<file path="src/rtl/udp_tx_sched.sv">
`default_nettype none
// ============================================================================
// Module   : udp_tx_sched
// Brief    : Decides when to launch UDP frames from the ADC FIFO fill level
//            and sequences start pulse, completion watchdog and gap.
// Revision : 1.0
// ============================================================================
module udp_tx_sched #(
    parameter int DATAWIDTH     = 16,
    parameter int ADC_CHANEL    = 8,
    parameter int FIFO_CNT_W    = 11,
    parameter int FRAME_WORDS   = 64,
    parameter int FLUSH_TIMEOUT = 125000,
    parameter int IFG_CYCLES    = 16,
    parameter int DONE_TIMEOUT  = 65535
) (
    input  logic                  clk,
    input  logic                  rst_n,
    input  logic                  enable,
    input  logic                  flush_en,
    input  logic [FIFO_CNT_W-1:0] fifo_rd_count,
    input  logic                  tx_done,
    output logic                  tx_start_en,
    output logic [15:0]           tx_byte_num,
    output logic                  busy,
    output logic [31:0]           frame_cnt,
    output logic                  timeout_err,
    output logic [15:0]           err_cnt
);

    localparam int c_WORD_BYTES  = ADC_CHANEL * DATAWIDTH / 8;
    localparam int c_FRAME_BYTES = FRAME_WORDS * c_WORD_BYTES;
    localparam int c_FT_W        = $clog2(FLUSH_TIMEOUT + 1);
    localparam int c_WD_W        = $clog2(DONE_TIMEOUT + 1);
    localparam int c_GAP_W       = $clog2(IFG_CYCLES + 1);

    localparam logic [FIFO_CNT_W-1:0] c_FRAME_WORDS_CNT = FIFO_CNT_W'(FRAME_WORDS);
    localparam logic [15:0]           c_FRAME_BYTES16   = 16'(c_FRAME_BYTES);
    localparam logic [c_FT_W-1:0]     c_FLUSH_LAST      = c_FT_W'(FLUSH_TIMEOUT - 1);
    localparam logic [c_WD_W-1:0]     c_WD_LAST         = c_WD_W'(DONE_TIMEOUT - 1);
    localparam logic [c_GAP_W-1:0]    c_GAP_LAST        = c_GAP_W'(IFG_CYCLES - 1);

    localparam logic [1:0] c_IDLE      = 2'd0;
    localparam logic [1:0] c_START     = 2'd1;
    localparam logic [1:0] c_WAIT_DONE = 2'd2;
    localparam logic [1:0] c_GAP       = 2'd3;

    generate
        if (c_FRAME_BYTES > 1472) begin : g_frame_size_check
            $error("udp_tx_sched: FRAME_WORDS*WORD_BYTES exceeds 1472 bytes");
        end
        if (IFG_CYCLES < 1 || DONE_TIMEOUT < 2 || FLUSH_TIMEOUT < 1) begin : g_timing_check
            $error("udp_tx_sched: IFG_CYCLES>=1, DONE_TIMEOUT>=2, FLUSH_TIMEOUT>=1 required");
        end
    endgenerate

    logic [1:0]         r_state;
    logic               r_tx_start_en;
    logic [15:0]        r_tx_byte_num;
    logic               r_busy;
    logic [31:0]        r_frame_cnt;
    logic               r_timeout_err;
    logic [15:0]        r_err_cnt;
    logic [c_FT_W-1:0]  r_flush_tmr;
    logic [c_WD_W-1:0]  r_wd;
    logic [c_GAP_W-1:0] r_gap;

    logic               w_full;
    logic               w_flush_cond;
    logic [15:0]        w_flush_bytes;
    logic [c_WD_W-1:0]  w_wd_next;

    assign w_full        = enable && (fifo_rd_count >= c_FRAME_WORDS_CNT);
    assign w_flush_cond  = enable && flush_en && (fifo_rd_count != '0)
                           && (fifo_rd_count < c_FRAME_WORDS_CNT);
    assign w_flush_bytes = 16'(32'(fifo_rd_count) * 32'(c_WORD_BYTES));
    // Expiry is judged on the incremented value so the error pulse lands
    // DONE_TIMEOUT cycles after the start pulse.
    assign w_wd_next     = r_wd + c_WD_W'(1);

    always_ff @(posedge clk or negedge rst_n) begin
        if (!rst_n) begin
            r_state       <= c_IDLE;
            r_tx_start_en <= 1'b0;
            r_tx_byte_num <= '0;
            r_busy        <= 1'b0;
            r_frame_cnt   <= '0;
            r_timeout_err <= 1'b0;
            r_err_cnt     <= '0;
            r_flush_tmr   <= '0;
            r_wd          <= '0;
            r_gap         <= '0;
        end else begin
            r_tx_start_en <= 1'b0;
            r_timeout_err <= 1'b0;
            case (r_state)
                c_IDLE: begin
                    if (w_full) begin
                        r_tx_byte_num <= c_FRAME_BYTES16;
                        r_tx_start_en <= 1'b1;
                        r_busy        <= 1'b1;
                        r_flush_tmr   <= '0;
                        r_state       <= c_START;
                    end else if (w_flush_cond) begin
                        if (r_flush_tmr == c_FLUSH_LAST) begin
                            r_tx_byte_num <= w_flush_bytes;
                            r_tx_start_en <= 1'b1;
                            r_busy        <= 1'b1;
                            r_flush_tmr   <= '0;
                            r_state       <= c_START;
                        end else begin
                            r_flush_tmr <= r_flush_tmr + c_FT_W'(1);
                        end
                    end else begin
                        r_flush_tmr <= '0;
                    end
                end
                c_START: begin
                    r_wd    <= '0;
                    r_state <= c_WAIT_DONE;
                end
                c_WAIT_DONE: begin
                    // A completion arriving on the expiry cycle wins over the error.
                    if (tx_done) begin
                        r_frame_cnt <= r_frame_cnt + 32'd1;
                        r_gap       <= '0;
                        r_state     <= c_GAP;
                    end else if (w_wd_next == c_WD_LAST) begin
                        r_timeout_err <= 1'b1;
                        if (r_err_cnt != 16'hFFFF) begin
                            r_err_cnt <= r_err_cnt + 16'd1;
                        end
                        r_gap   <= '0;
                        r_state <= c_GAP;
                    end else begin
                        r_wd <= w_wd_next;
                    end
                end
                c_GAP: begin
                    if (r_gap == c_GAP_LAST) begin
                        r_busy  <= 1'b0;
                        r_state <= c_IDLE;
                    end else begin
                        r_gap <= r_gap + c_GAP_W'(1);
                    end
                end
                default: begin
                    r_busy  <= 1'b0;
                    r_state <= c_IDLE;
                end
            endcase
        end
    end

    assign tx_start_en = r_tx_start_en;
    assign tx_byte_num = r_tx_byte_num;
    assign busy        = r_busy;
    assign frame_cnt   = r_frame_cnt;
    assign timeout_err = r_timeout_err;
    assign err_cnt     = r_err_cnt;

endmodule
`default_nettype wire

</file>
<file path="config.mk">
export PLATFORM = sky130hd
export DESIGN_NAME = udp_tx_sched
export DESIGN_NICKNAME = d
export VERILOG_FILES = /design/src/rtl/udp_tx_sched.sv
export SDC_FILE = /design/constraint.sdc
export NUM_CORES = 1
export LEC_CHECK = 0
export BUFFER_PORTS_ARGS = -buffer_cell sky130_fd_sc_hd__buf_2
export CORE_AREA = 2 2 133 122
export CTS_CLUSTER_SIZE = 28
export DETAILED_ROUTE_END_ITERATION = 10
export DIE_AREA = 0 0 135 124
export HOLD_SLACK_MARGIN = 0.1
export PLACE_DENSITY_LB_ADDON = 0.12
export SYNTH_ARGS = -nofsm -noshare
export SYNTH_HDL_FRONTEND = slang
export SYNTH_SLANG_ARGS = --single-unit
</file>
<file path="constraint.sdc">
create_clock -name clk -period 4.5 [get_ports clk]
set_input_delay 0 -clock clk [delete_from_list [all_inputs] [get_ports clk]]
set_output_delay 0 -clock clk [all_outputs]
set_load 0.01 [all_outputs]
</file>
==> results of run 1 <==
[final cells by class]
class	count	area (um2)	share of cell area
Clock buffer	9	225.2	0.03647
Multi-Input combinational cell	402	2539	0.4111
Sequential cell	102	2552	0.4134
Clock inverter	7	78.83	0.01277
Inverter	9	33.78	0.005471
Tap cell	202	252.7	0.04093
Timing Repair Buffer	88	493.0	0.07984
[cells by family after synthesis]
kind of cell    after synthesis  share of synthesized area
fa+ha+maj                    11                    0.02621
simple gates                234                     0.2383
compound gates               94                     0.1163
other cells                   1                  0.0007141
mux                           6                    0.01239
flops                       102                     0.4861
xor+xnor                     52                    0.08673
buf+inv                      33                    0.03336
[flip-flops by register name, summed over array words and instances (netlist names)]
register     count
err_cnt         16
frame_cnt       32
tx_byte_num     11
tx_start_en      1
r_state          2
r_flush_tmr     17
timeout_err      1
r_gap            5
busy             1
r_wd            16
[worst min-delay path, delay by kind of cell]
family / cells / cell delay [ns]
and+or+nand+nor: 1 / 0.11
buffers and inverters: 1 / 0.08
AOI/OAI and AO/OA: 2 / 0.25
[cells in the mapped netlist (all sizes together) (2+ instances only)]
master	count
dfrtp	102
nand2	68
o21ai	49
xnor2	44
nand3	35
nor2	24
and3	23
nand4	21
nand2b	18
buf	14
ha	11
and2	10
clkbuf	10
inv	9
nor3	9
o31ai	9
xor2	8
nor2b	6
a21oi	5
nor4	5
o211ai	5
and4	4
mux2	4
or4	4
a31oi	3
o21a	3
o22ai	3
o2bb2ai	3
mux2i	2
o311ai	2
or3	2
[path summary, 6_finish.rpt]
path | cells past startpoint | from | slack, ns | to
worst max register to register | 8 | r_wd[0] | 1.61 | r_state[1]
worst min-delay path | 4 | enable | 0.13 | tx_byte_num[5]
worst max-delay path | 8 | r_wd[0] | 1.61 | r_state[1]
min in group asynchronous | 2 | rst_n | 0.24 | r_flush_tmr[11]
worst min register to register | 1 | frame_cnt[31] | 0.46 | frame_cnt[31]
max in group asynchronous | 3 | rst_n | 3.12 | err_cnt[4]
[metal layers]
metal | GRT usage | wire [um] | up-vias
met1 | 0.2074 | 5776 | 1936
li1 | - | - | 2038
met5 | 0 | 0 | -
met2 | 0.2138 | 5046 | 98
met3 | 0.03541 | 585 | 11
met4 | 0.04492 | 136 | 0
[report_power, final]
part,internal [mW],switching (mW)
clock,0.438,0.368
sequential,1.01,0.0967
combinational,0.214,0.339
total,1.66,0.804
==> flow_summary.toml, run 1 <==
[critical_path]
max_stage_delay_ns = 0.47
path_delay_family = "simple AND/OR/NAND/NOR gates"
crit_fanout = 14
crit_chain = "ha_1 -> nand3_2 -> nor3_1 -> o2111ai_1 -> or3_4 -> and2_4 -> a211oi_2 -> mux2_1"
required_ns = 4.74
crit_slowest_cell = "dfrtp_1"
path_class = "reg2reg"
cp-start-kind = "register"
cp_num_buf_inv = 0
worstSetupEndpointType = "register"
arrival_ns = 3.13

[synth]
synth_top_flop_cell = "dfrtp_1"
synth_enable_flop_cells = 0
synth-seq-area-share = 0.4861
synth_top_cell_by_area = "dfrtp_1"
ys_types = 62
yosys_warnings = 0
async_flop_share = 1.000
synth-seq-cells = 102
postSynthAreaPerCell_um2 = 9.852
syn_area_mm2 = 0.005251
synth_area_leaders = "dfrtp_1, xnor2_1, nand2_1"
syn_inst = 533
synth_top_area_frac = 0.4861

[floorplan]
std_cell_rows = 43
dieHeight_um = 124
core-area_mm2 = 0.01528
die_w_um = 135
die-area_mm2 = 0.01674
start_util = 0.3437
ios = 83

[clock_network]
clk_latency_ns = 0.35
cts.path.max_buffers = 2
cts_root_buffer = "clkbuf_16"
cts_made_buffers = 9
cts_tree = "built"
post_cts_resized = 0
clk_pin_slew_ns = 0.07
ctsHoldBuffers = 9
htreeDepth = 3
cts_sinks = 102
cts_setup_buffers = 0

[global_routing]
antenna_found_initial = 0
grt_pass1_vias = 3846
grt_pass1_wl_um = 19260
grt_overflow_total = 0
grtUsageTotal = 0.1441
grt_max_degree = 57

[sta]
rsz0062_at_grt = "false"
tns_ns = 0
fmax_mhz = 345.5
setup_viol = 0
fin_worst_skew_ns = 0.008332
min_period_ns = 2.895
worst_pin_slew_ns = 0.8168
final_hold_viol_count = 0
whs_ns = 0.1331
min_period_over_period = 0.6433
relSlewSlack = 0.4555
fin_ws_ns = 1.605
slew_violations = 0

[power]
p_leak_nw = 2.826
finalPower_mw = 2.462
ir_drop_mv = 0.2477
p_per_area_mw_per_mm2 = 398.7

[placement]
dp_slack_ns = 1.615
dp_cells = 794
gp_congestion = 0.8138
io_buffer_count = 77
dpl.hpwl_um = 7903
placed_cell_area_mm2 = 0.005781

[routing]
via_per_inst = 4.985
firstDrtPassIters = 4
num_vias = 4083
wl_um = 11540
avgRoutedWirePerCell_um = 14.10
drtIter0Drc = 239
drc = 0
ant_nets = 0

[final_layout]
layout_common_cells = "dfrtp_1, buf_2, nand2_1, xnor2_1, o21ai_0"
final_util = 0.4041
nets = 639
drive_above_1_share = 0.1783
n_fill_cell = 1508
instances_no_fill = 819
final_area_mm2 = 0.006175
diodes = 0
synthToLayoutAreaGrowth_pct = 17.58
final_common_cell = "dfrtp_1"

[min_path]
min_path_type = "in2reg"

[flow_run]
cap_violations = 0

[status]
status = "complete, no violations"
(Power assumes the default switching activity.)
==> inputs of run 2 (changes only) <==
- clock period: 4.5 -> 3 ns (I/O delays scaled with it)
==> run 2 against run 1 <==
Net effect:
- register-to-register slack worse by 1.3 ns
- die area unchanged
- global-route usage rose by 0.42 points
- flip-flop and latch count unchanged
- highest routed layer unchanged
==> flow_summary.toml, run 2 (synthesis results as in run 1) <==
[status]
status = "complete, no violations"

[floorplan]
core-area_mm2 = 0.01528
ios = 83
start_util = 0.3437
dieHeight_um = 124
std_cell_rows = 43
die-area_mm2 = 0.01674
die_w_um = 135

[clock_network]
clk_latency_ns = 0.36
cts.path.max_buffers = 2
cts_root_buffer = "clkbuf_16"
cts_made_buffers = 9
htreeDepth = 3
cts_tree = "built"
clk_pin_slew_ns = 0.08
cts_sinks = 102

[global_routing]
grt_max_degree = 86
grt_pass1_vias = 4010
antenna_found_initial = 0
grt_pass1_wl_um = 19990
grtUsageTotal = 0.1483
grt_overflow_total = 0

[final_layout]
diodes = 0
synthToLayoutAreaGrowth_pct = 18.56
final_util = 0.4075
ff_latch_area_mm2 = 0.002552
layout_common_cells = "dfrtp_1, buf_2, nand2_1, xnor2_1, o21ai_0"
final_common_cell = "dfrtp_1"
drive_above_1_share = 0.1904
largest_reg_flops = 32
n_fill_cell = 1520
multi_input_area_mm2 = 0.002544
nets = 647

[routing]
drtIter0Drc = 230
via_per_inst = 5.058
firstDrtPassIters = 7
drc = 0
avgRoutedWirePerCell_um = 14.10
num_vias = 4183
wl_um = 11660
ant_nets = 0

[sta]
fmax_mhz = 365.1
tns_ns = 0
worst_pin_slew_ns = 1.102
rsz0062_at_grt = "false"
slew_violations = 0
relSlewSlack = 0.2652
setup_viol = 0
min_period_ns = 2.739
min_period_over_period = 0.9129
fin_worst_skew_ns = 0.007137
final_hold_viol_count = 0

[critical_path]
crit_slowest_cell = "dfrtp_1"
worstSetupEndpointType = "register"
rr_worst_depth = 8
arrival_ns = 2.98
r2r-end = "r_state[1]"
path_class = "reg2reg"
rr_startpoint = "r_wd[0]"
crit_fanout = 14
rrSetupSlack_ns = 0.26
crit_chain = "ha_1 -> nand3_2 -> nor3_2 -> o2111ai_1 -> or3_4 -> and2_4 -> a211oi_2 -> mux2_1"
max_stage_delay_ns = 0.47
cp-start-kind = "register"
required_ns = 3.24

[flow_run]
cap_violations = 0

[min_path]
min_path_type = "in2reg"
min_from = "enable"
hold-path-cell-count = 4
hold_end = "tx_byte_num[5]"

[placement]
dpl.hpwl_um = 7993
gp_congestion = 0.8833
io_buffer_count = 77

[power]
p_leak_nw = 2.855
ir_drop_mv = 0.3325
p_per_area_mw_per_mm2 = 590.6
[run 2: cell count changes in the layout (fill, tap and decap cells not counted), sizes merged]
cell / before / now
clkinvlp: 2 / 3
clkbuf: 9 / 10
bufinv: 1 / 0
buf: 79 / 87
clkinv: 1 / 0
[run 2: metal layers]
metal	GRT usage	vias to the layer above	part of all wire
met3	0.03460	15	0.050
met5	0	-	0
met1	0.1994	2025	0.48
met2	0.2370	82	0.45
met4	0.04948	0	0.015
li1	-	2061	-
[run 2: power by group]
part           internal (mW)  switching [mW]
Sequential              1.51           0.144
Clock                  0.598           0.564
Combinational          0.351           0.512
[run 2: cell type report]
cell class,count,area share
inverters,9,0.005426
clock buffers,10,0.03838
multi-input cells,402,0.4086
repair buffers,96,0.08883
clock inverters,6,0.008240
flip-flops and latches,102,0.4100
well taps,202,0.04059
[run 2: timing repair]
item                                    4_1_cts  5_1_grt
hold buffers                                  9        0
endpoints found under the setup margin        0        1
setup buffers                                 0        0
gates resized for setup                       0        1
hold endpoints to repair                     93        0
[run 2: how the worst max path moves through the flow]
stage	startpoint	end	slack, ns	cells past startpoint
after global routing	r_wd[0]	r_state[1]	0.06	8
after global placement	r_wd[0]	r_state[1]	0.29	8
final	r_wd[0]	r_state[1]	0.26	8
after floorplan	r_wd[0]	r_state[1]	0.51	8
after detailed placement	r_wd[0]	r_state[1]	0.19	8
after CTS	r_wd[0]	r_state[1]	0.19	8
[run 2: critical path: cells and delay by family, from the launching register on]
kind	cells	cell delay, ns
flops	1	0.47
fa+ha+maj	1	0.30
simple gates	4	1.10
compound gates	2	0.42
mux	1	0.34
[run 2: per-stage QoR]
stage,hold WS [ns],cells,cell area [um2],power (mW),worst slack (ns)
finish,0.1380,827,6226,3.677,0.2613
global placement,0.2540,802,5841,2.529,0.2908
floorplan,-0.2956,537,5266,2.250,0.5062
CTS,0.1321,827,6221,3.736,0.1892
global route,0.1814,827,6226,3.931,0.06121
detailed placement,0.2605,802,5841,2.539,0.1864
==> inputs of run 3 (changes only) <==
- ABC_AREA: default -> 1
- CORE_AREA: 2 2 133 122 -> 2 2 142 130
- DIE_AREA: 0 0 135 124 -> 0 0 144 132
==> run 3 against run 2 <==
Net effect:
- count of clock-buffer cells in the layout decreased by 1
- synthesized cell count rose by 47%
- hold slack gained 0.019 ns
- critical endpoint is now r_gap[1]
- largest power group unchanged
- highest routed layer unchanged
==> flow_summary.toml, run 3 <==
[power]
p_clk_frac = 0.320
p_per_area_mw_per_mm2 = 511.7
seq_power_share = 0.447
p_comb_frac = 0.233
p_sw_mw = 1.284
ir_drop_mv = 0.2843
p_int_mw = 2.326
switching_share = 0.3556
p_leak_nw = 3.506

[critical_path]
path_class = "reg2reg"
worstSetupEndpointType = "register"
required_ns = 3.25
cp-start-kind = "register"
arrival_ns = 2.62
crit_fanout = 25

[global_routing]
grt_use_met3 = 0.04105
met2_usage = 0.2495
met1_usage = 0.2380
gr-max-usage-layer = "met2"
grt_overflow_total = 0
antenna_found_initial = 0
grtUsageTotal = 0.1643
grt_max_degree = 63
grt_pass1_vias = 4965
grt_pass1_wl_um = 25270

[synth]
synth_enable_flop_cells = 0
postSynthAreaPerCell_um2 = 7.698
synth_top_cell_by_area = "dfrtp_1"
syn_inst = 785
synth-seq-area-share = 0.4224
synth.most_common_cell = "nand2_1"
synth_area_leaders = "dfrtp_1, nand2_1, nand3_1"
synth-seq-cells = 102
yosys_warnings = 0
synth_common_cells = "nand2_1, nand3_1, dfrtp_1, inv_1, nor2_1"
synth_top_flop_cell = "dfrtp_1"
synth_top_area_frac = 0.4224
async_flop_share = 1.000
syn_area_mm2 = 0.006043
ys_types = 41

[clock_network]
ctsHoldBuffers = 10
cts_tree = "built"
clk_latency_ns = 0.36
post_cts_resized = 0
cts_sinks = 102
htreeDepth = 3
cts_setup_buffers = 0
cts.path.max_buffers = 2
cts_root_buffer = "clkbuf_16"
cts_made_buffers = 9
clk_pin_slew_ns = 0.07

[min_path]
min_path_type = "in2async"

[routing]
wl_um = 14950
firstDrtPassIters = 4
ant_nets = 0
drc = 0
avgRoutedWirePerCell_um = 13.35
num_vias = 5250
drtIter0Drc = 301
via_per_inst = 4.688

[final_layout]
layout_common_cells = "nand2_1, nand3_1, dfrtp_1, inv_1, buf_2"
diodes = 0
nets = 902
largest_reg_flops = 32
drive_above_1_share = 0.1489
final_common_cell = "nand2_1"
final_util = 0.4046
synthToLayoutAreaGrowth_pct = 16.75

[status]
status = "complete, no violations"

[sta]
tns_ns = 0
fin_worst_skew_ns = 0.007269
relSlewSlack = 0.5455
rsz0062_at_grt = "false"
worst_pin_slew_ns = 0.6818
final_hold_viol_count = 0
min_period_over_period = 0.7896
slew_violations = 0
setup_viol = 0
fin_ws_ns = 0.6311
fmax_mhz = 422.1
min_period_ns = 2.369

[floorplan]
dieHeight_um = 132
die_w_um = 144
die-area_mm2 = 0.01901
core-area_mm2 = 0.01744
std_cell_rows = 46
ios = 83
start_util = 0.3465

[placement]
dp_slack_ns = 0.6532
gp_congestion = 0.7994
io_buffer_count = 77
dpl.hpwl_um = 11100

[flow_run]
cap_violations = 0
## run 3: changes by cell type in the layout (fill, tap and decap cells not counted), sizes merged, moves of 25 or more
cell,delta
nand2,+139
nand3,+78
xor2,+25
inv,+79
nor2,+60
xnor2,-25
## run 3: metal layers
metal,up-vias,part of all wire
met5,-,0
met4,0,0.012
met3,11,0.040
met2,96,0.44
met1,2415,0.51
li1,2728,-
## run 3: final timing paths
check | to | from | slack [ns] | cells after the start
max | r_gap[1] | r_wd[1] | 0.63 | 12
min | r_wd[3] | rst_n | 0.16 | 2
max reg2reg | r_gap[1] | r_wd[1] | 0.63 | 12
min reg2reg | r_gap[4] | r_gap[4] | 0.49 | 2
max in group asynchronous | frame_cnt[9] | rst_n | 2.11 | 3
min in group clk | tx_byte_num[9] | enable | 0.21 | 4
## run 3: kinds of logic after synthesis
logic type                 share of synthesized area
DFF                                           0.4224
xor gates and xnor gates                     0.07536
AOI/OAI and AO/OA                            0.03810
other                                      0.0006205
and+or+nand+nor                               0.3634
adders and majority gates                    0.02277
buffers and inverters                        0.07743
## run 3: critical path: stages (launching register included)
cell and delay [ns]:
dfrtp_1 0.43, ha_1 0.31, nand3_2 0.21, nor2_2 0.20, nand4_1 0.11, nand2_1 0.13
nand2_1 0.08, nor2_2 0.12, nand2_4 0.17, nand2_8 0.20, nand2_1 0.15, nand2_1 0.10
nand2_1 0.05
## run 3: final cells by class
class,instances,area (um2)
fillers,1847,10380
clock inverters,7,60.06
repair buffers,91,530.5
well taps,240,300.3
clock buffers,9,225.2
flip-flops and latches,102,2552
inverters,93,349.1
multi-input cells,578,3038
## run 3: power by group through the flow
stage                     Clock, mW  Combinational [mW]  Sequential, mW
after floorplan                   0               0.519            1.66
after CTS                      1.19               0.867            1.61
after global routing           1.26               0.959            1.63
after detailed placement          0               0.854            1.64
after global placement            0               0.848            1.64
final                          1.16               0.841            1.61
## run 3: per-stage QoR
stage	hold WS [ns]	power [mW]	std cells	cell area (um2)
after floorplan	-0.2956	2.182	789	6058
after global placement	0.03549	2.491	1094	6670
after detailed placement	0.03755	2.493	1094	6670
after CTS	0.1960	3.675	1120	7056
after global routing	0.2473	3.848	1120	7056
final	0.1566	3.610	1120	7056
